`config.mk`:
```
export PLATFORM = sky130hd
export DESIGN_NAME = mips_trace_buffer
export DESIGN_NICKNAME = d
export VERILOG_FILES = /design/src/rtl/mips_dbg_pkg.sv /design/src/rtl/trace_ram.sv /design/src/rtl/mips_trace_buffer.sv
export SDC_FILE = /design/constraint.sdc
export NUM_CORES = 1
export LEC_CHECK = 0
export CAP_MARGIN = 20
export CORE_ASPECT_RATIO = 1.5
export CORE_UTILIZATION = 27
export DETAILED_ROUTE_END_ITERATION = 6
export SLEW_MARGIN = 20
export SYNTH_ARGS = -nofsm -noshare
export SYNTH_HDL_FRONTEND = slang
export SYNTH_HIERARCHICAL = 1
export SYNTH_SLANG_ARGS = --single-unit
```
`constraint.sdc`:
```
create_clock -name clk -period 6 [get_ports clk]
set_input_delay 1.5 -clock clk [delete_from_list [all_inputs] [get_ports clk]]
set_output_delay 1.5 -clock clk [all_outputs]
set_load 0.05 [all_outputs]
```
`src/rtl/mips_dbg_pkg.sv`:
```
// mips_dbg_pkg: shared types and default widths for the MIPS trace buffer.
// TRACE_TIMESTAMP_EN adds a cycle timestamp field to the trace entry.
package mips_dbg_pkg;

    typedef enum logic [1:0] {IDLE, ARMED, POST, DONE} trace_state_t;

    localparam int DEF_ADDR_W = 32;
    localparam int DEF_DATA_W = 32;
    localparam int TS_W       = 32;

    typedef struct packed {
        logic [DEF_ADDR_W-1:0] pc;
        logic [DEF_DATA_W-1:0] instr;
`ifdef TRACE_TIMESTAMP_EN
        logic [TS_W-1:0]       ts;
`endif
    } trace_entry_t;

endpackage

```
`src/rtl/trace_ram.sv`:
```
// trace_ram: one write port, one registered read port with read enable.
// Storage is not reset; only the read register is.
module trace_ram #(
    parameter int DEPTH = 16,
    parameter int W     = 64
) (
    input  logic                     clk,
    input  logic                     rst,
    input  logic                     we_i,
    input  logic [$clog2(DEPTH)-1:0] waddr_i,
    input  logic [W-1:0]             wdata_i,
    input  logic                     re_i,
    input  logic [$clog2(DEPTH)-1:0] raddr_i,
    output logic [W-1:0]             rdata_o
);

    logic [W-1:0] mem [DEPTH];

    always_ff @(posedge clk)
        if (we_i) mem[waddr_i] <= wdata_i;

    always_ff @(posedge clk or posedge rst)
        if (rst) rdata_o <= '0;
        else if (re_i) rdata_o <= mem[raddr_i];

endmodule

```
`src/rtl/mips_trace_buffer.sv`:
```
// mips_trace_buffer: circular {PC, instr} capture frozen POST_TRIG entries after a PC match.
// Define TRACE_TIMESTAMP_EN to store a free-running cycle count per entry and expose rd_ts.
module mips_trace_buffer
    import mips_dbg_pkg::*;
#(
    parameter int ADDR_W    = DEF_ADDR_W,
    parameter int DATA_W    = DEF_DATA_W,
    parameter int DEPTH     = 16,
    parameter int POST_TRIG = 4
) (
    input  logic                       clk,
    input  logic                       reset,
    input  logic                       arm,
    input  logic                       abort,
    input  logic                       trace_valid,
    input  logic [ADDR_W-1:0]          pc_in,
    input  logic [DATA_W-1:0]          instr_in,
    input  logic                       trig_en,
    input  logic [ADDR_W-1:0]          trig_pc,
    input  logic                       rd_en,
    input  logic [$clog2(DEPTH)-1:0]   rd_idx,
    output logic                       busy,
    output logic                       done,
    output logic [$clog2(DEPTH):0]     count,
    output logic [$clog2(DEPTH)-1:0]   trig_pos,
    output logic                       rd_valid,
    output logic                       rd_err,
    output logic [ADDR_W-1:0]          rd_pc,
    output logic [DATA_W-1:0]          rd_instr
`ifdef TRACE_TIMESTAMP_EN
    ,output logic [TS_W-1:0]           rd_ts
`endif
);

    localparam int AW = $clog2(DEPTH);
    localparam int CW = AW + 1;
    localparam logic [CW-1:0] FULL = CW'(DEPTH);
    localparam logic [AW-1:0] PT   = AW'(POST_TRIG);

    typedef struct packed {
        logic [ADDR_W-1:0] pc;
        logic [DATA_W-1:0] instr;
`ifdef TRACE_TIMESTAMP_EN
        logic [TS_W-1:0]   ts;
`endif
    } entry_t;

    trace_state_t  state_q;
    logic [AW-1:0] wr_ptr_q, post_cnt_q, trig_pos_q, rd_addr;
    logic [CW-1:0] count_q, count_d;
    logic          busy_q, done_q, rd_valid_q, rd_err_q, zero_q;
    logic          we, hit, rd_hit, in_range;
    entry_t        wdata, rdata;

`ifdef TRACE_TIMESTAMP_EN
    logic [TS_W-1:0] ts_q;

    always_ff @(posedge clk or posedge reset)
        if (reset) ts_q <= '0;
        else ts_q <= ts_q + 1'b1;
`endif

    always_comb begin
        we       = trace_valid && !abort && !arm && (state_q == ARMED || state_q == POST);
        hit      = state_q == ARMED && trig_en && pc_in == trig_pc;
        count_d  = count_q == FULL ? FULL : count_q + 1'b1;
        rd_hit   = rd_en && state_q == DONE;
        in_range = {1'b0, rd_idx} < count_q;
        // Once the buffer has wrapped, the oldest entry sits at the write pointer.
        rd_addr  = (count_q == FULL ? wr_ptr_q : '0) + rd_idx;
        wdata.pc    = pc_in;
        wdata.instr = instr_in;
`ifdef TRACE_TIMESTAMP_EN
        wdata.ts    = ts_q;
`endif
    end

    always_ff @(posedge clk or posedge reset) begin
        if (reset) begin
            state_q    <= IDLE;
            wr_ptr_q   <= '0;
            post_cnt_q <= '0;
            count_q    <= '0;
            trig_pos_q <= '0;
            busy_q     <= 1'b0;
            done_q     <= 1'b0;
        end else if (abort) begin
            state_q <= IDLE;
            count_q <= '0;
            busy_q  <= 1'b0;
            done_q  <= 1'b0;
        end else if (arm) begin
            state_q    <= ARMED;
            wr_ptr_q   <= '0;
            post_cnt_q <= '0;
            count_q    <= '0;
            trig_pos_q <= '0;
            busy_q     <= 1'b1;
            done_q     <= 1'b0;
        end else if (we) begin
            wr_ptr_q <= wr_ptr_q + 1'b1;
            count_q  <= count_d;
            if ((hit && POST_TRIG == 0) || (state_q == POST && post_cnt_q == AW'(1))) begin
                state_q    <= DONE;
                busy_q     <= 1'b0;
                done_q     <= 1'b1;
                trig_pos_q <= AW'(count_d - CW'(POST_TRIG + 1));
            end else if (hit) begin
                state_q    <= POST;
                post_cnt_q <= PT;
            end else if (state_q == POST) begin
                post_cnt_q <= post_cnt_q - 1'b1;
            end
        end
    end

    // zero_q forces the data outputs to zero after an out-of-range read and holds across idle cycles.
    always_ff @(posedge clk or posedge reset) begin
        if (reset) begin
            rd_valid_q <= 1'b0;
            rd_err_q   <= 1'b0;
            zero_q     <= 1'b0;
        end else begin
            rd_valid_q <= rd_hit;
            rd_err_q   <= rd_hit && !in_range;
            if (rd_hit) zero_q <= !in_range;
        end
    end

    trace_ram #(.DEPTH(DEPTH), .W($bits(entry_t))) u_ram (
        .clk     (clk),
        .rst     (reset),
        .we_i    (we),
        .waddr_i (wr_ptr_q),
        .wdata_i (wdata),
        .re_i    (rd_hit && in_range),
        .raddr_i (rd_addr),
        .rdata_o (rdata)
    );

    assign busy     = busy_q;
    assign done     = done_q;
    assign count    = count_q;
    assign trig_pos = trig_pos_q;
    assign rd_valid = rd_valid_q;
    assign rd_err   = rd_err_q;
    assign rd_pc    = zero_q ? '0 : rdata.pc;
    assign rd_instr = zero_q ? '0 : rdata.instr;
`ifdef TRACE_TIMESTAMP_EN
    assign rd_ts    = zero_q ? '0 : rdata.ts;
`endif

endmodule

```
==> flow_summary.json <==
{
  "period_minus_slack_ns": 4.506,
  "crit_fanout": 23,
  "hold_viol_final": 0,
  "maxSlewHeadroom_pct": 31.33,
  "ys.flop_type": "edfxtp_1",
  "cts_setup_buffers": 0,
  "gp_congestion": 0.7183,
  "finalNonFillerCells": 4469,
  "synth.avg_cell_area_um2": 21.69,
  "cts_tree": "yes",
  "final_nets": 2406,
  "synthArstFlopShare_pct": 7.914,
  "grt_usage_pct": 13.70,
  "worst_path_dominant_cell_family": "buffers and inverters",
  "ctsRootBufferMaster": "clkbuf_16",
  "grt_pass1_wl_um": 160900,
  "grt_pass1_vias": 22590,
  "hpwl_um": 63090,
  "critPathMaxStageDelay_ns": 0.88,
  "postSynthCellCount": 2019,
  "syn-cell-area_um2": 43780,
  "clock_sinks": 1112,
  "layout-drive-gt1-share_pct": 24.08,
  "start_util_pct": 27.27,
  "syn2layout_area_growth_pct": 18.64,
  "tightest_slew_ns": 1.030,
  "die-area_um2": 163800,
  "yosys.area.top_type_share_pct": 70.23,
  "fmax_mhz": 221.9,
  "grt_overflow_total": 0,
  "rsz0062_at_grt": "no",
  "final_util_pct": 32.35,
  "insertion_delay_ns": 0.72,
  "synth_seq_area_share_pct": 75.26,
  "wl_per_cell_um": 25.00,
  "wl_um": 111700,
  "cp.arrival_ns": 3.01,
  "cts_resized": 0,
  "cts-htree-levels": 3,
  "hp-class": "reg -> reg",
  "powerDensity_nw_per_um2": 305.8,
  "ant_nets": 0,
  "rows": 180,
  "setup_viol": 0,
  "synth_enable_flop_cells": 1024,
  "critPathKind": "reg -> out",
  "firstDrtPassIters": 5,
  "ys_types": 54,
  "cp-end-kind": "output pin",
  "worstPathCellList": "buf_4 > nor2b_1 > clkdlybuf4s50_1",
  "crit_path_start_kind": "flop",
  "worstPathRequired_ns": 4.50,
  "cts_buffers": 100,
  "synth-seq-cells": 1112,
  "yosys.area.top_type": "edfxtp_1",
  "status": "completed",
  "via_per_inst": 4.727,
  "grt_max_degree": 129,
  "ir_worst_vdd_mv": 0.1996,
  "total_power_uw": 15880,
  "max_cap_viol_count": 0,
  "core-area_um2": 160600,
  "netlist_top_cells_area": "edfxtp_1 70%, mux4_2 12%, dfrtp_1 5.0%, a221oi_2 2.0%, mux2i_1 1.5%",
  "finalCritPeriodShare_pct": 75.10,
  "vias": 21130,
  "slew_violations": 0,
  "slowest_stage": "clkdlybuf4s50_1",
  "fin_ws_ns": 1.494,
  "die_y_um": 495.2,
  "yosys_warnings": 6,
  "tns_ns": 0,
  "ios": 184,
  "dp_slack_ns": 0.7234,
  "nFillCells": 15110,
  "finClkSkew_ns": 0.05747,
  "die_w_um": 330.8,
  "worst-path-buf-inv": 2,
  "clk_path_buf_depth": 3,
  "cellLeakagePower_uw": 0.01688,
  "cts_hold_buf": 0,
  "cts.clk_slew.worst_paths_ns": 0.07,
  "dpl.cell_count": 4272,
  "portBuffers": 183,
  "antenna_found_initial": 22,
  "drc": 0,
  "syn_nets": 2142,
  "drtIter0Drc": 1590
}
==> synthesized netlist by cell type (9+ instances only) <==
| cell type | n |
|---|---|
| a21oi_1 | 14 |
| nor2_1 | 90 |
| mux4_1 | 23 |
| mux4_2 | 233 |
| buf_12 | 16 |
| buf_2 | 19 |
| buf_6 | 14 |
| edfxtp_1 | 1024 |
| o21ai_0 | 11 |
| ha_1 | 15 |
| clkbuf_1 | 35 |
| nor3_1 | 11 |
| mux2i_1 | 64 |
| nand2_1 | 23 |
| dfrtp_1 | 88 |
| a221oi_2 | 57 |
| inv_1 | 25 |
| buf_4 | 12 |
| xor2_1 | 27 |
| nand2b_1 | 9 |
| o22ai_1 | 66 |
| nor2b_1 | 65 |
==> worst paths after layout <==
path                            startpoint                end  slack (ns)  depth (start not counted)
worst max-delay path                zero_q           rd_pc[3]        1.49                          3
worst min-delay path                  done               done        0.51                          2
worst max register to register    count[1]  u_ram/rdata_o[26]        1.81                         15
worst min register to register        done               done        0.51                          2
max in group asynchronous            reset  u_ram/rdata_o[11]        3.43                          3
min in group asynchronous            reset           rd_valid        1.27                          2
==> where the power goes <==
part	total [uW]	internal, uW	switching (uW)	leakage [uW]
clock network	6620	3730	2890	0.00167
registers	8500	8480	18.8	0.0104
logic	764	325	439	0.00480
total	15900	12500	3350	0.0169
==> registers in the layout, indices dropped and copies added, names as in the netlist <==
| signal | count |
|---|---|
| trig_pos | 4 |
| busy | 1 |
| done | 1 |
| rd_err | 1 |
| u_ram/rdata_o | 64 |
| u_ram/mem | 1024 |
| rd_valid | 1 |
| post_cnt_q | 4 |
| zero_q | 1 |
| state_q | 2 |
| wr_ptr_q | 4 |
| count | 5 |
==> layer usage <==
layer	up-vias	global-route usage [%]	share of wire, %
met1	11500	18.09	43
met2	520	22.96	50
met4	20	4.174	2.1
met5	-	0	0.10
met3	150	2.228	4.5
li1	8939	-	-
==> placed cells by master (no fill, tap or decap), types with 6 or more instances in the layout <==
cell             synthesis  routed
a221oi_2                57      57
a221oi_1                 7       7
nor3_1                  11       7
buf_4                   12      59
o22ai_1                 66      66
clkinv_2                 0      18
inv_1                   25      23
mux4_2                 233     233
a21oi_1                 14      14
clkbuf_16                1     102
dfrtp_1                 88      87
nand2_1                 23      23
mux2i_1                 64      64
mux4_1                  23      23
nor2_4                   0      13
bufinv_16                0      10
nor2_1                  90      77
clkinv_1                 0       8
o21ai_0                 11      11
ha_1                    15      15
nand2b_1                 9       8
edfxtp_1              1024    1024
clkbuf_1                35      24
buf_12                  16      29
clkbuf_8                 3      11
xor2_1                  27      27
clkdlybuf4s50_1          0     183
a21o_1                   6       6
nor2b_1                 65      65
==> worst min-delay path, stage by stage, from the launching register on <==
cell	delay, ns
dfrtp_1	0.36
nand2_1	0.06
nand2_1	0.06
==> kinds of logic after synthesis <==
| kind of cell | after synthesis | synth area share, % |
|---|---|---|
| xor+xnor | 34 | 0.6801 |
| fa+ha+maj | 16 | 0.4744 |
| compound gates | 173 | 3.663 |
| buf+inv | 137 | 2.486 |
| flops | 1112 | 75.26 |
| mux | 320 | 14.83 |
| simple gates | 227 | 2.609 |
==> stage by stage <==
stage	instance area, um2	hold slack (ns)
CTS	51890	0.5067
global placement	48450	0.4808
floorplan	43800	0.5048
detailed placement	48480	0.4759
finish	51950	0.5072
global route	51940	0.5430
==> area by class of cell <==
cell class | count | area, um2 | area share, %
clock buffer | 137 | 2794 | 5.378
inverter | 25 | 103.9 | 0.1999
timing repair buffer | 274 | 2925 | 5.631
sequential | 1112 | 32960 | 63.44
multi-input combinational | 770 | 9915 | 19.09
tap | 2093 | 2619 | 5.041
clock inverter | 53 | 623.1 | 1.199
antenna | 5 | 12.51 | 0.02409
Note: power is estimated with default switching activity, not from simulation.
==> variant 1: new RTL, config.mk and constraints unchanged <==
Change the package constant `DEF_ADDR_W` from 32 to 40.
--- a/src/rtl/mips_dbg_pkg.sv
+++ b/src/rtl/mips_dbg_pkg.sv
@@ -6,3 +6,3 @@
 
-    localparam int DEF_ADDR_W = 32;
+    localparam int DEF_ADDR_W = 40;
     localparam int DEF_DATA_W = 32;
Ports: changed (resized pc_in, rd_pc and trig_pc); port bits go from 184 to 208. The function was not compared with the original's and may differ.
==> variant 1 against the original RTL <==
Synthesized area is 11% higher. Clock skew is 32 ps lower. Final area is 13% higher. Total power is 16% higher. Synthesized cell count is 11% higher. Setup slack worse by 290 ps. Routed wire length is 12% higher. Sequential cell count is 136 higher. Highest routed layer unchanged.
==> variant 1: results (changes against the original RTL) <==
qor: status.outcome completed
qor: global_routing.grt_first_pass_wirelength 180000 um [+12%]
qor: critical_path.timing.critical_path.slowest_cell_delay 930 ps [+50 ps]
qor: critical_path.crit_path_max_fanout 26 [+13%]
qor: synth.synth_area_per_inst 21.7 um^2 [+0.11%]
qor: global_routing.antenna_found_initial 12 [-45%]
qor: synth.synth_edf_count 1152 [+13%]
qor: final_layout.largest_register_ff_count 1152 [+13%]
qor: routing.detail_route.vias_per_cell 4.75 [+0.53%]
qor: power.ir_drop 0.247 mV [+24%]
qor: global_routing.globalRouteMet1Util 0.180 [-0.00131]
qor: power.switching_power 3830 uW [+14%]
qor: final_layout.fin_area 58700 um^2 [+13%]
qor: power.seq_power_share 0.516 [-0.019]
qor: global_routing.globalRouteMet2Util 0.234 [+0.00482]
qor: synth.synth.top_cells.by_count 1152 x sky130_fd_sc_hd__edfxtp_1, 253 x sky130_fd_sc_hd__mux4_2, 97 x sky130_fd_sc_hd__nor2_1
qor: routing.finalWirelength 125000 um [+12%]
qor: final_layout.design.final.nets 2680 [+11%]
qor: synth.syn_nets 2383 [+11%]
qor: synth.fraction_of_synthesis_flops_using_an_asynchronous_set_or_reset_pin 0.0769 [-0.00221]
qor: sta.timing.slew.headroom 0.344 [+0.0311]
qor: synth.sequential_element_share_of_the_synthesized_area 0.759 [+0.00683]
qor: place.placed_cells 4807 [+13%]
qor: power.cellLeakagePower 0.0190 uW [+13%]
qor: routing.initialDrtViolationCount 2020 [+27%]
qor: critical_path.critical_path_arrival 3290 ps [+280 ps]
qor: place.placement.io_buffers 207 [+13%]
qor: final_layout.post_route_cells_drive_above_1_share 0.227 [-0.0134]
qor: place.gp_congestion 0.743 [+3.4%]
qor: cts.cts_made_buffers 132 [+32%]
qor: place.detailedPlace.worstSlack 1090 ps [+362 ps]
qor: cts.htree_levels 4 [+1]
qor: cts.latest_clock_arrival_within_the_worst_skew_pair 740 ps [+20 ps]
qor: synth.ys_types 51 [-5.6%]
qor: synth.main_area_contributors_after_synthesis sky130_fd_sc_hd__edfxtp_1 71%, sky130_fd_sc_hd__mux4_2 12%, sky130_fd_sc_hd__dfrtp_1 4.9%
qor: place.hpwl 67600 um [+7.2%]
qor: global_routing.pin_count_of_the_biggest_net_entering_global_routing 97 [-25%]
qor: place.placedInstanceArea 54300 um^2 [+12%]
qor: routing.num_vias 24.0k [+14%]
qor: final_layout.n_fill_cell 16.8k [+11%]
qor: global_routing.grt_pass1_vias 25.3k [+12%]
-- variant 1: changes by cell type after synthesis, moves of 9 or more --
cell and change:
sky130_fd_sc_hd__edfxtp_1 +128, sky130_fd_sc_hd__mux4_2 +20, sky130_fd_sc_hd__xor2_1 +14, sky130_fd_sc_hd__a221oi_2 -13, sky130_fd_sc_hd__buf_2 +18, sky130_fd_sc_hd__mux4_1 +12
sky130_fd_sc_hd__mux2i_1 +9, sky130_fd_sc_hd__a221oi_1 +21, sky130_fd_sc_hd__buf_12 -12
-- variant 1: kinds of logic (layout without fill, tap and decap cells) --
kind of cell,count (synthesis),after routing,synth area share
AO/OA/AOI/OAI,188,188,0.0335
XOR/XNOR,48,48,0.00863
adder cells (fa/ha/maj),16,16,0.00426
buffers and inverters,146,553,0.0184
flip-flops,1248,1248,0.759
multiplexers,362,362,0.151
other,0,5,0
AND/OR/NAND/NOR,236,236,0.0248
-- variant 1: routing by layer --
layer	share of wire	up-vias
met4	0.024	4
met5	0.00021	-
met1	0.42	12952
met2	0.50	868
met3	0.057	197
li1	-	10005
-- variant 1: layout make-up --
cell class                      count  area share
Tap cell                         2400      0.0512
Sequential cell                  1248       0.631
Multi-Input combinational cell    850       0.187
Antenna cell                        5    0.000213
Clock buffer                      179      0.0634
Clock inverter                     65      0.0109
Timing Repair Buffer              289      0.0550
Inverter                           20     0.00145
-- variant 1: worst paths after layout --
path	start	end	slack [ps]	cells after the start
min reg2reg	done	done	530	2
min	done	done	530	2
min in group asynchronous	reset	count[1]	1280	2
max	zero_q	rd_pc[36]	1210	3
max reg2reg	count[1]	u_ram/rdata_o[3]	1660	14
max in group asynchronous	reset	u_ram/rdata_o[37]	3680	3
==> variant 2: new RTL, same flow settings <==
Without the edit above. The output `rd_valid` loses its register stage (`rd_valid_q` becomes a continuous assignment).
--- a/src/rtl/mips_trace_buffer.sv
+++ b/src/rtl/mips_trace_buffer.sv
@@ -119,3 +119,2 @@
         if (reset) begin
-            rd_valid_q <= 1'b0;
             rd_err_q   <= 1'b0;
@@ -123,3 +122,2 @@
         end else begin
-            rd_valid_q <= rd_hit;
             rd_err_q   <= rd_hit && !in_range;
@@ -128,2 +126,4 @@
     end
+
+    assign rd_valid_q = rd_hit;
 
Behaviour: same outputs for any inputs over 4 cycles, from zero or initial values and one cycle with reset high; that may be too few to reach the edited logic, so the function may still have changed.
==> variant 2 against the original RTL <==
Total power grew 2.3%. Combinational power grew 2%. Count of clock-buffer cells in the layout grew 17. Synthesized area grew 0.32%. Synthesized cell count grew 0.89%. Register-to-register slack gained 100 ps. Setup slack lost 67 ps. Sequential cell count shrank 1. Routed wire length shrank 2.0%. Via count grew 1.7%. Final area grew 0.28%. Non-clock buffer count shrank 19. Critical path type unchanged.
==> variant 2: results (changes against the original RTL) <==
qor: final_layout.final-nonclk-buf-share 0.0508 [-0.00549]
qor: synth.sequential_element_share_of_the_synthesized_area 0.750 [-0.00297]
qor: final_layout.n_fill_cell 15.2k [+0.89%]
qor: synth.fraction_of_synthesis_flops_using_an_asynchronous_set_or_reset_pin 0.0783 [-0.000829]
qor: cts.latest_clock_arrival_within_the_worst_skew_pair 690 ps [-30 ps]
qor: global_routing.grt.total_usage 0.133 [-0.00446]
qor: global_routing.grt_first_pass_wirelength 159000 um [-1.1%]
qor: critical_path.timing.critical_path.slowest_cell_delay 930 ps [+50 ps]
qor: critical_path.crit_path_max_fanout 47 [+100%]
qor: place.gp_congestion 0.732 [+1.9%]
qor: critical_path.critical_path_arrival 3070 ps [+60 ps]
qor: global_routing.grt_pass1_vias 22.7k [+0.38%]
qor: place.hpwl 61000 um [-3.3%]
qor: routing.num_vias 21.5k [+1.7%]
qor: place.placement.io_buffers 183 [unchanged]
qor: final_layout.n_multi_input_combinational_cell 793 [+3.0%]
qor: sta.finalClockSkew 21.4 ps [-36.0 ps]
qor: cts.cts_made_buffers 112 [+12%]
qor: critical_path.critPathSlowestCell sky130_fd_sc_hd__clkdlybuf4s50_1
qor: routing.initialDrtViolationCount 1746 [+9.8%]
qor: final_layout.finish.cell_count_without_fillers 4489 [+0.45%]
qor: final_layout.design.final.nets 2417 [+0.46%]
qor: final_layout.final-clk-cell-share 0.0710 [+0.00527]
qor: final_layout.area.share.sequential 0.632 [-0.00223]
qor: synth.synth_area_per_inst 21.6 um^2 [-0.57%]
qor: power.cellLeakagePower 0.0169 uW [+0.12%]
qor: final_layout.clockBufferCount 154 [+12%]
qor: final_layout.area_of_the_multi_input_gates 10100 um^2 [+1.8%]
qor: synth.synth.top_cells.by_count 1024 x sky130_fd_sc_hd__edfxtp_1, 233 x sky130_fd_sc_hd__mux4_2, 93 x sky130_fd_sc_hd__nor2_1
qor: final_layout.post_route_cells_drive_above_1_share 0.239 [-0.00180]
qor: sta.least_margin_pin_slew 940 ps [-89.7 ps]
qor: final_layout.non_clock_buffer_count 255 [-6.9%]
qor: final_layout.n_sequential_cell 1111 [-0.090%]
qor: synth.synth_ff_type sky130_fd_sc_hd__edfxtp_1
qor: synth.ys_types 59 [+9.3%]
qor: synth.synth_warnings 6 [unchanged]
qor: place.placed_cells 4273 [+0.023%]
qor: synth.main_area_contributors_after_synthesis sky130_fd_sc_hd__edfxtp_1 70%, sky130_fd_sc_hd__mux4_2 12%, sky130_fd_sc_hd__dfrtp_1 5.0%
qor: synth.synth_edf_count 1024 [unchanged]
qor: cts.ctsRootBufferMaster sky130_fd_sc_hd__clkbuf_16
qor: cts.post-cts-setup-buffer-count 0 [unchanged]
qor: status.outcome completed
qor: synth.syn_nets 2160 [+0.84%]
qor: worst_hold_path.holdCritPathClass reg -> reg
qor: routing.finalWirelength 109000 um [-2.0%]
qor: power.ir_drop 0.259 mV [+30%]
qor: final_layout.diodes 3 [-2]
qor: global_routing.antenna_found_initial 19 [-14%]
qor: final_layout.n_all_inverters 21 [-16%]
[variant 2: kinds of logic (layout without fill, tap and decap cells)]
group,after synthesis,count (layout),share of synthesized area
AOI/OAI and AO/OA,176,176,0.0367
xor gates and xnor gates,39,39,0.00812
adders and majority gates,16,16,0.00473
buffers and inverters,133,489,0.0244
DFF,1111,1111,0.750
muxes,320,320,0.148
other,0,3,0
and+or+nand+nor,242,242,0.0287
[variant 2: metrics by stage]
stage | setup slack [ps] | cell area (um^2)
finish | 1430 | 52100
global route | 1280 | 52100
CTS | 1250 | 52100
detailed placement | 1140 | 48400
global placement | 1170 | 48400
floorplan | 229 | 43900
[variant 2: worst max-delay path: cells and delay by family (launching register included)]
kind	cells	cell delay [ps]
buffers and inverters	1	930
DFF	1	730
and+or+nand+nor	1	660
[variant 2: report_power, final]
group	internal [uW]	leakage (uW)	switching, uW
Clock	4000	0.00181	2970
Combinational	324	0.00469	454
Sequential	8480	0.0104	25.4
[variant 2: metal layers]
metal,part of all wire,GRT usage,vias up,wire [um]
li1,-,-,9027,-
met1,0.43,0.178,11584,47400
met2,0.49,0.223,731,53800
met3,0.056,0.0215,141,6170
met4,0.019,0.0348,4,2060
met5,0.00020,0,-,22
[variant 2: final timing paths]
kind | from | to | slack [ps] | cells past startpoint
hold / removal | done | done | 510 | 2
setup reg to reg | count[1] | u_ram/rdata_o[62] | 1910 | 14
hold reg to reg | done | done | 510 | 2
setup / recovery | zero_q | rd_pc[1] | 1430 | 2
min in group asynchronous | reset | u_ram/rdata_o[36] | 1310 | 2
max in group asynchronous | reset | u_ram/rdata_o[7] | 3750 | 3
